<file path="config.mk">
export PLATFORM = sky130hd
export DESIGN_NAME = lc3b_mem_arbiter
export DESIGN_NICKNAME = d
export VERILOG_FILES = /design/src/rtl/lc3b_mem_arbiter_pkg.sv /design/src/rtl/lc3b_arb_watchdog.sv /design/src/rtl/lc3b_mem_arbiter.sv
export SDC_FILE = /design/constraint.sdc
export NUM_CORES = 1
export LEC_CHECK = 0
export ABC_AREA = 0
export CAP_MARGIN = 20
export CORE_AREA = 4 4 267 269
export DETAILED_ROUTE_END_ITERATION = 8
export DIE_AREA = 0 0 271 273
export SYNTH_ARGS = -nofsm -noshare
export SYNTH_HDL_FRONTEND = slang
export SYNTH_SLANG_ARGS = --single-unit
</file>
<file path="constraint.sdc">
create_clock -name clk -period 3 [get_ports clk]
set_input_delay 0.3 -clock clk [delete_from_list [all_inputs] [get_ports clk]]
set_output_delay 0.3 -clock clk [all_outputs]
set_load 0.01 [all_outputs]
</file>
<file path="src/rtl/lc3b_mem_arbiter_pkg.sv">
// Shared types for the LC-3b physical-memory arbiter.
//   lc3b_word / lc3b_block : byte address and cache line
//   lc3b_arb_state         : grant FSM states
//   lc3b_arb_owner         : which cache was granted last
package lc3b_mem_arbiter_pkg;

    localparam int LC3B_ADDR_W = 16;
    localparam int LC3B_LINE_W = 128;

    typedef logic [LC3B_ADDR_W-1:0] lc3b_word;
    typedef logic [LC3B_LINE_W-1:0] lc3b_block;

    typedef enum logic [1:0] {
        arb_idle,
        arb_grant_i,
        arb_grant_d
    } lc3b_arb_state;

    typedef enum logic {
        own_i,
        own_d
    } lc3b_arb_owner;

endpackage

</file>
<file path="src/rtl/lc3b_arb_watchdog.sv">
// Grant watchdog: counts cycles spent in a grant and flags expiry.
//   clk, reset_n : clock, async active-low reset
//   clear        : restart the count (new grant)
//   enable       : a grant is active this cycle
//   expired      : this is the TIMEOUT-th consecutive grant cycle
module lc3b_arb_watchdog #(
    parameter int TIMEOUT = 8
) (
    input  logic clk,
    input  logic reset_n,
    input  logic clear,
    input  logic enable,
    output logic expired
);

    localparam int CNT_W = $clog2(TIMEOUT + 1);

    logic [CNT_W-1:0] count;

    always_ff @(posedge clk or negedge reset_n) begin
        if (!reset_n) begin
            count <= '0;
        end else if (clear) begin
            count <= '0;
        end else if (enable) begin
            count <= count + 1'b1;
        end
    end

    // count holds the number of grant cycles already completed, so the
    // abort fires on the edge that closes grant cycle number TIMEOUT.
    assign expired = enable && (count == CNT_W'(TIMEOUT - 1));

endmodule

</file>
<file path="src/rtl/lc3b_mem_arbiter.sv">
// Shares the single pmem line port between the I-cache and D-cache.
// One owner at a time, round-robin on collisions, command latched at grant.
//   icache_* : line read requests, rdata/resp back to the I-cache
//   dcache_* : line read/writeback requests, rdata/resp back to the D-cache
//   pmem_*   : registered command to physical memory, rdata/resp from it
//   arb_error: sticky; D read+write together, or watchdog abort
module lc3b_mem_arbiter
    import lc3b_mem_arbiter_pkg::*;
#(
    parameter int ADDR_W  = LC3B_ADDR_W,
    parameter int LINE_W  = LC3B_LINE_W,
    parameter int TIMEOUT = 0
) (
    input  logic              clk,
    input  logic              reset_n,
    input  logic              icache_read,
    input  logic [ADDR_W-1:0] icache_address,
    output logic [LINE_W-1:0] icache_rdata,
    output logic              icache_resp,
    input  logic              dcache_read,
    input  logic              dcache_write,
    input  logic [ADDR_W-1:0] dcache_address,
    input  logic [LINE_W-1:0] dcache_wdata,
    output logic [LINE_W-1:0] dcache_rdata,
    output logic              dcache_resp,
    output logic              pmem_read,
    output logic              pmem_write,
    output logic [ADDR_W-1:0] pmem_address,
    output logic [LINE_W-1:0] pmem_wdata,
    input  logic [LINE_W-1:0] pmem_rdata,
    input  logic              pmem_resp,
    output logic              arb_error
);

    lc3b_arb_state     state_q, state_d;
    lc3b_arb_owner     last_grant_q;
    logic [ADDR_W-5:0] line_q;
    logic [LINE_W-1:0] wdata_q, irdata_q, drdata_q;
    logic              read_q, write_q, err_q;
    logic              i_req, d_req, pick_d, grant, busy, wd_expired;
    logic              unused_offset;

    assign i_req = icache_read;
    assign d_req = dcache_read | dcache_write;
    // Lone requester wins; on a collision the side not served last wins.
    assign pick_d = d_req && (!i_req || last_grant_q == own_i);
    assign grant  = (state_q == arb_idle) && (i_req || d_req);
    assign busy   = (state_q != arb_idle);

    generate
        if (TIMEOUT > 0) begin : g_wd
            lc3b_arb_watchdog #(.TIMEOUT(TIMEOUT)) u_wd (
                .clk     (clk),
                .reset_n (reset_n),
                .clear   (grant),
                .enable  (busy),
                .expired (wd_expired)
            );
        end else begin : g_no_wd
            assign wd_expired = 1'b0;
        end
    endgenerate

    always_comb begin
        state_d = state_q;
        case (state_q)
            arb_idle:    if (grant) state_d = pick_d ? arb_grant_d : arb_grant_i;
            arb_grant_i,
            arb_grant_d: if (pmem_resp || wd_expired) state_d = arb_idle;
            default:     state_d = arb_idle;
        endcase
    end

    always_ff @(posedge clk or negedge reset_n) begin
        if (!reset_n) begin
            state_q      <= arb_idle;
            last_grant_q <= own_i;
            line_q       <= '0;
            wdata_q      <= '0;
            read_q       <= 1'b0;
            write_q      <= 1'b0;
            err_q        <= 1'b0;
            irdata_q     <= '0;
            drdata_q     <= '0;
        end else begin
            state_q <= state_d;
            if (grant) begin
                last_grant_q <= pick_d ? own_d : own_i;
                line_q       <= pick_d ? dcache_address[ADDR_W-1:4]
                                       : icache_address[ADDR_W-1:4];
                if (pick_d) wdata_q <= dcache_wdata;
                // read+write together is served as a writeback
                write_q <= pick_d && dcache_write;
                read_q  <= !(pick_d && dcache_write);
                if (pick_d && dcache_read && dcache_write) err_q <= 1'b1;
            end else if (state_d == arb_idle) begin
                read_q  <= 1'b0;
                write_q <= 1'b0;
            end
            if (busy && !pmem_resp && wd_expired) err_q <= 1'b1;
            if (icache_resp) irdata_q <= pmem_rdata;
            if (dcache_resp) drdata_q <= pmem_rdata;
        end
    end

    // Completion is passed through in the pmem_resp cycle itself.
    assign icache_resp  = (state_q == arb_grant_i) && pmem_resp;
    assign dcache_resp  = (state_q == arb_grant_d) && pmem_resp;
    assign icache_rdata = icache_resp ? pmem_rdata : irdata_q;
    assign dcache_rdata = dcache_resp ? pmem_rdata : drdata_q;

    assign pmem_read    = read_q;
    assign pmem_write   = write_q;
    assign pmem_address = {line_q, 4'b0};
    assign pmem_wdata   = wdata_q;
    assign arb_error    = err_q;

    // Byte offsets within a line never reach pmem.
    assign unused_offset = ^{icache_address[3:0], dcache_address[3:0]};

endmodule

</file>
# [Word-level counts from Yosys, hierarchy flattened]
# Index checks and enable logic that the tools add are counted.
[op_classes] multipliers=0 n_reduce_logical=17 n_eq_ne=2 n_bitwise=2 n_mux=11 n_div=0 order_cmp=0 n_addsub=0 shifts=0
[op_table] op="$mux 128" count=2
[op_table] op="$mux 12" count=1
[op_table] op="$logic_and 1x1->1" count=7
[op_table] op="$mux 2" count=3
[op_table] op="$logic_not 2->1" count=2
[op_table] op="$mux 1" count=4
[op_table] op="$pmux 2 s2" count=1
[op_table] op="$reduce_and 2->1" count=2
[op_table] op="$eq 2x1->1 const B" count=1
[op_table] op="$eq 2x2->1 const B" count=1
[op_table] op="$logic_not 1->1" count=2
[op_table] op="$logic_or 1x1->1" count=2
[op_table] op="$reduce_bool 2->1" count=1
[op_table] op="$reduce_or 2->1" count=1
[op_table] op="$not 1->1" count=1
[op_table] op="$or 1x1->1" count=1
[word_totals] reg_bits=402 out_inout_bits=405 latch_bits=0 romBits=0 n_memories=0 ram_bits=0

# [Depth between registers and ports, before layout]
# Gate-level depths: netlist (run 1).
[depth] ltp_word=9 ltp_mapped=6

# [Worst setup path after synthesis (run 1)]
# Ideal clock, no wire load.
[synth_path] path_kind="flip-flop to output port" start="register state_q[1]" end="output icache_rdata[118]" stages_incl_launch_ff=7 t_arrival_ps=1565 path_slack_ps=1135 n_path_buf=2 path_cell_list="dfrtp_1 > inv_1 > ha_1 > and2_1 > buf_2 > buf_2 > mux2_2"
[synth_via] elab_chain_cells=3
[synth_rtl] item="from (decl)" line="lc3b_mem_arbiter.sv:35" text="lc3b_arb_state state_q, state_d;"
[synth_rtl] item="from (signal assigned)" line="lc3b_mem_arbiter.sv:76" text="state_q <= arb_idle;"
[synth_rtl] item="from (signal assigned)" line="lc3b_mem_arbiter.sv:86" text="state_q <= state_d;"
[synth_rtl] item="$eq 2x1->1" line="lc3b_mem_arbiter.sv:107" text="assign icache_resp = (state_q == arb_grant_i) && pmem_resp;"
[synth_rtl] item="$logic_and 1x1->1" line="lc3b_mem_arbiter.sv:107"
[synth_rtl] item="via icache_resp" line="lc3b_mem_arbiter.sv:19" text="output logic icache_resp,"
[synth_rtl] item="$mux 128"
[synth_rtl] item="to (decl)" line="lc3b_mem_arbiter.sv:18" text="output logic [LINE_W-1:0] icache_rdata,"
# The timed path passes the listed nets, and every way through them passes these cells.

# [Worst setup path after layout (run 1)]
[layout_path] start="register state_q[0]" end="output icache_rdata[80]"
[layout_via] elab_chain_cells=3
[layout_rtl] item="$eq 2x1->1" line="lc3b_mem_arbiter.sv:107"
[layout_rtl] item="$logic_and 1x1->1" line="lc3b_mem_arbiter.sv:107"
[layout_rtl] item="$mux 128"
# No other way between the ends.

==> run_results.csv, run 1 <==
group,metric,value,unit
worst_setup_path,slowest_delay,0.58,ns
detailed_routing,viasPerCell,3.97,
clocking,cts_sinks,402,
grt,antenna_found_initial,3,
logic_synthesis,synthArstFlopShare,100,%
run_status,status,"finished clean",
finish,final_core_util,37.0,%
grt,grt_overflow_total,0,
detailed_routing,via_count,10378,
run,drv_cap,0,
floorplanning,coreArea,0.0686,mm2
clocking,root_buffer,"clkbuf_16",
timing,slew_viol_final,0,
timing,slew_headroom,53.8,%
place,place_congestion,0.791,
logic_synthesis,synth-edff-count,0,
detailed_routing,totalWireLength,51.7,mm
power,power_switching,8.82,mW
timing,finClkSkew,0.00912,ns
hold_path,min_path_type,"in -> reg",
clocking,cts_made_buffers,46,
logic_synthesis,yosysMostFrequentCell,"dfrtp_1",
floorplanning,start_util,22.1,%
place,io_buffer_count,686,
place,post-place-ws,0.304,ns
logic_synthesis,synth_top_family_by_area,"multiplexers",
timing,worst_slack,0.104,ns
worst_setup_path,crit_arrival,2.60,ns
grt,grt_first_pass_wirelength,74.0,mm
power,sequentialPowerShare,32.4,%
detailed_routing,ant_nets,0,
logic_synthesis,ys_ff_latch,402,
clocking,htreeDepth,2,
finish,n_fill_cell,6500,
finish,finalNetCount,1946,
logic_synthesis,ys_top_cells_by_count,"dfrtp_1 (402), mux2_2 (286), mux2_1 (98)",
grt,grt_usage,12.9,%
detailed_routing,post_drt_wl_per_cell,19.8,um
power,p_int,19.3,mW
worst_setup_path,crit_family,"buffers and inverters",
worst_setup_path,cp_cell_sequence,"buf_4 > ha_1 > and2_4 > buf_4 > buf_16 > mux2_2 > clkdlybuf4s50_1",
logic_synthesis,synthTopCellsByArea,"dfrtp_1 (66%), mux2_2 (21%), mux2_1 (7.3%), buf_2 (1.0%), mux2i_1 (0.79%)",
logic_synthesis,avgSynthCellArea,16.7,um2
worst_setup_path,worstPathBufferInverterCount,4,
power,p_leak,11.3,nW
logic_synthesis,syn_inst,906,
timing,fin_crit_sh,96.5,%
power,power.total,28.1,mW
worst_setup_path,end_kind,"output pin",
logic_synthesis,synth-simple-area-share,0.792,%
worst_setup_path,required,2.70,ns
power,switching_share,31.3,%
worst_setup_path,crit_slowest_cell,"clkdlybuf4s50_1",
logic_synthesis,yosys.area_share.adder,0.330,%
timing,tightest_slew,0.693,ns
worst_setup_path,rr_startpoint,"state_q[1]",
power,power_density,1110,mW/mm2
worst_setup_path,cp_max_fo,13,
grt,grt_max_degree,79,
floorplanning,chipHeight,273,um
logic_synthesis,synthMuxAreaShare,29.3,%
logic_synthesis,synth_compound_area_share,0.974,%
floorplanning,die_x,271,um
floorplanning,rows,96,
detailed_routing,drc,0,
clocking,clkTransAtPathRegs,0.06,ns
logic_synthesis,yosys.area.top_type_share,66.3,%
detailed_routing,drt_pre_antenna_iters,4,
finish,final_layout_size_suffix_gt1_share,24.9,%
logic_synthesis,yosysSeqAreaShare,66.3,%
place,dp_hpwl,37.8,mm
timing,timing.fmax,345,MHz
logic_synthesis,mappedNetlistArea,0.0152,mm2
logic_synthesis,ys.flop_type,"dfrtp_1",
logic_synthesis,yosys.area.top_type,"dfrtp_1",
timing,hold_ws,0.327,ns
floorplanning,die_area,0.0740,mm2
worst_setup_path,critPathLaunchType,"flip-flop",
power,pwr-share-comb,47.0,%
worst_setup_path,critPathLaunch,"state_q[0]",
worst_setup_path,worstSetupPathType,"reg -> out",
logic_synthesis,yosysWarnings,0,
floorplanning,pin_count,699,
finish,layout-area-overhead-vs-synth,67.3,%
detailed_routing,drtIter0Drc,276,
logic_synthesis,synth_xor_area_share,0,%
clocking,cts_tree,"yes",
worst_setup_path,cp_common_cell,"buf_4",
power,worst_ir_drop_vdd,0.000598,V
timing,setup_viol,0,
clocking,clk_path_buf_depth,3,
timing,fin_crit,2.90,ns
hold_path,holdCritStartpoint,"dcache_wdata[29]",
timing,hold_violations,0,
clocking,clk-insertion-delay-late,0.56,ns
grt,grt_pass1_vias,11585,
logic_synthesis,ys_types,27,
power,clkPwrFrac,20.6,%
worst register-to-register path, cell delays in order (launching register included):
cell	delay, ns
dfrtp_1	0.42
inv_1	0.09
ha_1	0.37
nand3b_4	0.30
buf_12	0.31
mux2_1	0.40
sequential cells by signal, indices dropped and copies added (netlist names):
signal / count
drdata_q: 128
irdata_q: 128
pmem_wdata: 128
line_q: 12
state_q: 2
arb_error: 1
last_grant_q: 1
pmem_read: 1
pmem_write: 1
per-stage QoR:
step | cells | area, um2 | TNS (ns)
global placement | 2507 | 23300 | 0
finish | 2614 | 25400 | 0
floorplan | 909 | 15200 | 0
global route | 2614 | 25400 | -0.0481
detailed placement | 2507 | 23300 | 0
CTS | 2597 | 24900 | -0.00962
worst paths after layout:
check	to	slack, ns	cells past startpoint
min reg2reg	arb_error	0.45	1
min in group asynchronous	pmem_wdata[77]	0.35	2
min	pmem_wdata[29]	0.33	2
max in group asynchronous	irdata_q[44]	1.73	3
max reg2reg	pmem_wdata[112]	0.97	5
max	icache_rdata[80]	0.10	7
power by group through the flow:
stage                     Sequential, mW  Combinational [mW]  Clock (mW)
after floorplan                     9.46                5.36           0
after global placement              9.09                13.5           0
after detailed placement            9.23                13.6           0
after CTS                           9.14                13.5        6.02
after global routing                9.40                14.1        6.24
final                               9.11                13.2        5.80
cells in the final DEF, fill, tap and decap left out, types with 3 or more instances in the layout:
cell             instances
buf_16                   4
clkbuf_1                 6
clkdlybuf4s50_1        549
conb_1                   4
ha_1                     4
dlygate4sd2_1           61
inv_1                    5
bufinv_16                5
buf_12                  12
clkbuf_8                12
buf_4                   29
mux2_1                  98
dfrtp_1                402
nand2_1                 16
dlymetal6s2s_1          75
clkinv_2                10
o21ai_0                 15
clkbuf_16               51
mux2_2                 286
mux2i_1                 12
a21oi_1                  3
logic make-up (layout without fill, tap and decap cells):
group / after synthesis / in the layout
other: 1 / 6
adder cells (fa/ha/maj): 4 / 4
flip-flops: 402 / 402
multiplexers: 396 / 396
AND/OR/NAND/NOR: 24 / 24
AO/OA/AOI/OAI: 25 / 25
buffers and inverters: 54 / 826
cell type report:
class	instances	area, um2	share of cell area, %
Sequential cell	402	10100	39.7
Timing Repair Buffer	740	7750	30.6
Multi-Input combinational cell	453	4800	18.9
Clock buffer	65	1360	5.38
Tap cell	931	1160	4.59
Clock inverter	16	209	0.824
Inverter	5	18.8	0.0740
Antenna cell	2	5.00	0.0197
metal layers:
layer / vias to the layer above / part of all wire [%] / GRT usage [%]
met4: 2 / 3.1 / 4.58
met3: 90 / 7.4 / 4.08
met1: 5253 / 37 / 14.1
met5: - / 0.023 / 0
li1: 4672 / - / -
met2: 361 / 53 / 23.6
repair_timing:
action,4_1_cts,5_1_grt
pin swaps,1,1
hold buffers,1,0
resized for setup,64,78
endpoints found under the hold margin,66,0
endpoints found under the setup margin,118,109
gates cloned,2,5
buffers inserted,6,10
Power figures use the tool's default switching activity.
==> run 2: changes to the inputs <==
--- a/config.mk
+++ b/config.mk
@@ -10,6 +10,7 @@
 export CORE_AREA = 4 4 267 269
 export DETAILED_ROUTE_END_ITERATION = 8
 export DIE_AREA = 0 0 271 273
+export RECOVER_POWER = 50
 export SYNTH_ARGS = -nofsm -noshare
 export SYNTH_HDL_FRONTEND = slang
 export SYNTH_SLANG_ARGS = --single-unit
==> run 2 against run 1 <==
Compared with the run above: the flow now finishes with violations (capacitance limit, slew limit); register-to-register slack barely moved; critical endpoint unchanged; worst hold slack got worse by 0.00064 ns; count of clock-buffer cells in the layout did not move; largest power group unchanged; sequential share of layout area rose by 0.053 points; non-clock buffer count did not move; largest cell class unchanged; clock power barely moved; global-route usage did not move.
==> run_results.csv, run 2 (synthesis results as in run 1) <==
group,metric,value,unit
timing,fin_crit_sh,96.5,%
timing,tightest_slew,2.23,ns
clocking,cts_made_buffers,46,
worst_setup_path,slowest_delay,0.58,ns
hold_path,min_path_type,"in -> reg",
detailed_routing,viasPerCell,3.97,
worst_setup_path,crit_family,"buffers and inverters",
place,post-place-ws,0.304,ns
timing,slew_viol_final,76,
worst_setup_path,critPathLaunchType,"flip-flop",
detailed_routing,totalWireLength,51.7,mm
worst_setup_path,worstSetupPathType,"reg -> out",
detailed_routing,ant_nets,0,
finish,final_common_cell,"clkdlybuf4s50_1",
clocking,clk-insertion-delay-late,0.56,ns
worst_setup_path,cp_cell_sequence,"buf_4 > ha_1 > and2_4 > buf_4 > buf_16 > mux2_2 > clkdlybuf4s50_1",
clocking,cts_sinks,402,
floorplanning,die_area,0.0740,mm2
grt,grt_overflow_total,0,
finish,final_layout_size_suffix_gt1_share,24.9,%
detailed_routing,drt_pre_antenna_iters,4,
grt,grt_first_pass_wirelength,74.0,mm
finish,finalNetCount,1946,
timing,worst_slack,0.105,ns
finish,final_core_util,36.9,%
worst_setup_path,regToRegSetupSlack,0.97,ns
finish,layout-area-overhead-vs-synth,67.1,%
grt,grt_max_degree,79,
detailed_routing,drtIter0Drc,280,
run,drv_cap,1,
grt,grt_usage,12.9,%
worst_setup_path,cp_max_fo,13,
detailed_routing,drc,0,
worst_setup_path,cp_common_cell,"buf_4",
grt,grt_pass1_vias,11585,
power,worst_ir_drop_vdd,0.000598,V
clocking,clkTransAtPathRegs,0.06,ns
power,power_density,1110,mW/mm2
floorplanning,die_x,271,um
power,p_leak,11.3,nW
timing,fin_crit,2.89,ns
clocking,cts_tree,"yes",
worst_setup_path,end_kind,"output pin",
clocking,htreeDepth,2,
worst_setup_path,crit_slowest_cell,"clkdlybuf4s50_1",
floorplanning,coreArea,0.0686,mm2
worst_setup_path,required,2.70,ns
timing,timing.fmax,345,MHz
run_status,status,"finished with violations",
worst_setup_path,crit_arrival,2.59,ns
finish,layout_common_cells,"clkdlybuf4s50_1 (549), dfrtp_1 (402), mux2_2 (286), mux2_1 (98), dlymetal6s2s_1 (75)",
place,dp_hpwl,37.8,mm
worst_setup_path,worstPathBufferInverterCount,4,
timing,finClkSkew,0.00880,ns
timing,slew_headroom,-49.0,%
clocking,root_buffer,"clkbuf_16",
floorplanning,rows,96,
clocking,clk_path_buf_depth,3,
place,dp_cells,2507,
place,io_buffer_count,686,
place,place_congestion,0.791,
finish,stdcell_count,2614,
floorplanning,pin_count,699,
floorplanning,chipHeight,273,um
run_status,violations,"capacitance limit, slew limit",
detailed_routing,via_count,10386,
grt,antenna_found_initial,3,
detailed_routing,post_drt_wl_per_cell,19.8,um
timing,setup_viol,0,
floorplanning,start_util,22.1,%
timing,hold_violations,0,
timing,hold_ws,0.326,ns
run 2: changes by cell type in the layout (fill, tap and decap cells not counted):
cell and change:
buf_4 -8, buf_6 +1, buf_12 -1, clkbuf_2 +7, buf_8 -1, clkbuf_4 +2
run 2: final cells by class:
type,instances,area [um2]
antenna,2,5.00
clock buffer,65,1360
clock inverter,16,209
fill,6505,43300
inverter,5,18.8
multi-input combinational,453,4800
sequential,402,10100
tap,931,1160
timing repair buffer,740,7720
run 2: per-layer routing:
metal	routed length (um)	GRT usage, %	up-vias
met4	1620	4.58	2
met5	12	0	-
li1	-	-	4666
met3	3820	4.08	90
met2	27500	23.6	361
met1	18800	14.1	5267
run 2: worst register-to-register path, stage by stage, from the launching register on:
cell,delay (ns)
dfrtp_1,0.42
inv_1,0.09
ha_1,0.37
nand3b_4,0.30
buf_12,0.31
mux2_1,0.40
run 2: report_power, final:
group | total [mW] | switching (mW) | internal, mW
clock | 5.80 | 2.23 | 3.58
sequential | 9.11 | 0.935 | 8.18
combinational | 13.2 | 5.66 | 7.57
total | 28.1 | 8.82 | 19.3
run 2: through the flow:
stage | total power [mW] | instance area [um2] | TNS (ns)
floorplan | 14.8 | 15200 | 0
global placement | 22.6 | 23300 | 0
detailed placement | 22.9 | 23300 | 0
CTS | 28.7 | 24900 | -0.00962
global route | 29.7 | 25300 | -0.0470
finish | 28.1 | 25300 | 0
run 2: repair_timing:
| item | 4_1_cts | 5_1_grt |
|---|---|---|
| gates resized for setup | 64 | 78 |
| setup endpoints to repair | 118 | 109 |
| pin swaps | 1 | 1 |
| cloned | 2 | 5 |
| setup buffers | 6 | 10 |
| hold buffers | 1 | 0 |
| endpoints found under the hold margin | 66 | 0 |
run 2: path summary, 6_finish.rpt:
path,startpoint,to,cells past startpoint
max in group asynchronous,reset_n,irdata_q[93],3
setup / recovery,state_q[0],icache_rdata[80],7
min in group asynchronous,reset_n,pmem_wdata[77],2
hold reg to reg,arb_error,arb_error,1
setup reg to reg,state_q[1],pmem_wdata[112],5
hold / removal,dcache_wdata[29],pmem_wdata[29],2
==> run 3: changes to the inputs <==
--- a/config.mk
+++ b/config.mk
@@ -8,9 +8,11 @@
 export ABC_AREA = 0
 export CAP_MARGIN = 20
 export CORE_AREA = 4 4 267 269
+export CTS_CLUSTER_SIZE = 25
 export DETAILED_ROUTE_END_ITERATION = 8
 export DIE_AREA = 0 0 271 273
 export RECOVER_POWER = 50
+export SETUP_SLACK_MARGIN = 0.05
 export SYNTH_ARGS = -nofsm -noshare
 export SYNTH_HDL_FRONTEND = slang
 export SYNTH_SLANG_ARGS = --single-unit
==> run 3 against run 2 <==
Compared with the run above: the run still ends with capacitance limit, slew limit left; global-route usage grew 0.19 points; fmax up 0.45%; cell count shrank 0.31%; cell area fell by 1.1%; count of clock-buffer cells in the layout did not move; critical endpoint is now icache_rdata[49]; largest cell class unchanged; largest power group unchanged.
==> run_results.csv, run 3 (synthesis results as in run 1) <==
group,metric,value,unit
finish,layout-area-overhead-vs-synth,65.2,%
timing,slew_headroom,-49.4,%
run_status,status,"finished with violations",
worst_setup_path,critPathLaunchType,"flip-flop",
grt,grt_pass1_vias,11603,
finish,final_common_cell,"clkdlybuf4s50_1",
place,dp_cells,2507,
detailed_routing,viasPerCell,3.98,
hold_path,min_path_type,"in -> reg",
power,worst_ir_drop_vdd,0.000587,V
clocking,clk_path_buf_depth,3,
timing,fin_crit_sh,96.0,%
finish,stdcell_area,0.0251,mm2
power,p_leak,11.1,nW
timing,rsz0062_at_grt,"true",
detailed_routing,drt_pre_antenna_iters,4,
place,post-place-ws,0.304,ns
clocking,root_buffer,"clkbuf_16",
worst_setup_path,worstSetupPathType,"reg -> out",
timing,worst_slack,0.119,ns
clocking,cts_tree,"yes",
worst_setup_path,cp_cell_sequence,"buf_4 > ha_1 > and2_4 > buf_12 > buf_16 > mux2_1 > clkdlybuf4s50_1",
timing,fin_crit,2.88,ns
clocking,cts_made_buffers,46,
place,dp_hpwl,37.8,mm
run_status,violations,"capacitance limit, slew limit",
grt,grt_overflow_total,0,
place,place_congestion,0.791,
grt,grt_first_pass_wirelength,74.7,mm
floorplanning,start_util,22.1,%
worst_setup_path,crit_arrival,2.58,ns
worst_setup_path,worstPathBufferInverterCount,4,
finish,finalNetCount,1938,
floorplanning,die_x,271,um
worst_setup_path,required,2.70,ns
floorplanning,rows,96,
detailed_routing,ant_nets,0,
floorplanning,coreArea,0.0686,mm2
floorplanning,chipHeight,273,um
worst_setup_path,crit_family,"buffers and inverters",
finish,layout_common_cells,"clkdlybuf4s50_1 (487), dfrtp_1 (402), mux2_2 (223), mux2_1 (161), dlygate4sd2_1 (156)",
timing,hold_violations,0,
place,io_buffer_count,686,
detailed_routing,totalWireLength,51.2,mm
grt,grt_usage,13.1,%
timing,tightest_slew,2.24,ns
floorplanning,pin_count,699,
place,place_area,0.0233,mm2
detailed_routing,post_drt_wl_per_cell,19.7,um
finish,final_layout_size_suffix_gt1_share,20.6,%
worst_setup_path,cp_max_fo,13,
worst_setup_path,end_kind,"output pin",
timing,timing.fmax,347,MHz
timing,setup_viol,0,
power,power.total,27.5,mW
grt,antenna_found_initial,3,
timing,finClkSkew,0.00906,ns
timing,slew_viol_final,76,
grt,grt_max_degree,79,
run,drv_cap,1,
floorplanning,die_area,0.0740,mm2
finish,stdcell_count,2606,
detailed_routing,drc,0,
clocking,clk-insertion-delay-late,0.55,ns
clocking,htreeDepth,2,
worst_setup_path,crit_slowest_cell,"clkdlybuf4s50_1",
worst_setup_path,slowest_delay,0.49,ns
detailed_routing,via_count,10361,
clocking,clkTransAtPathRegs,0.06,ns
power,power_density,1100,mW/mm2
timing,fin_setup_tns,0,ns
detailed_routing,drtIter0Drc,261,
clocking,cts_sinks,402,
run 3: cell count changes in the layout (fill, tap and decap cells not counted), sizes merged:
| cell | before | now |
|---|---|---|
| buf | 39 | 31 |
| dlymetal6s2s | 75 | 42 |
| dlygate4sd2 | 61 | 156 |
| clkdlybuf4s50 | 549 | 487 |
run 3: final timing paths:
path	from	slack [ns]	cells after the start	to
setup / recovery	state_q[0]	0.12	7	icache_rdata[49]
hold / removal	dcache_wdata[29]	0.33	2	pmem_wdata[29]
setup reg to reg	state_q[1]	0.53	5	pmem_wdata[112]
hold reg to reg	arb_error	0.45	1	arb_error
max in group asynchronous	reset_n	0.45	3	irdata_q[93]
min in group asynchronous	reset_n	0.95	2	pmem_wdata[77]
run 3: power by group:
part           leakage, nW  switching [mW]  internal [mW]  total [mW]
logic                 5.52            5.61           6.97        12.6
clock network        0.787            2.22           3.58        5.79
registers             4.76           0.935           8.18        9.11
total                 11.1            8.76           18.7        27.5
run 3: area by class of cell:
class,instances,area (um2)
fill,6558,43500
sequential,402,10100
timing repair buffer,732,7460
multi-input combinational,453,4770
clock buffer,65,1360
tap,931,1160
clock inverter,16,209
inverter,5,18.8
antenna,2,5.00
run 3: timing repair:
item | CTS | global route
cloned | 4 | 2
buffers inserted | 8 | 1
hold endpoints to repair | 66 | 0
hold buffers | 1 | 0
gates resized for setup | 163 | 42
setup endpoints to repair | 204 | 65
pin swaps | 1 | 0
run 3: layer usage:
| layer | GRT usage, % | part of all wire, % | up-vias |
|---|---|---|---|
| met4 | 4.58 | 3.0 | 2 |
| met2 | 24.0 | 53 | 360 |
| met3 | 4.07 | 7.2 | 88 |
| met1 | 14.3 | 37 | 5265 |
| met5 | 0 | 0.023 | - |
| li1 | - | - | 4646 |
run 3: stage by stage:
stage	util, %	hold WS, ns
finish	36.5	0.329
global route	36.5	0.290
CTS	36.4	0.277
detailed placement	34.0	0.366
global placement	34.0	0.353
floorplan	-	0.00441
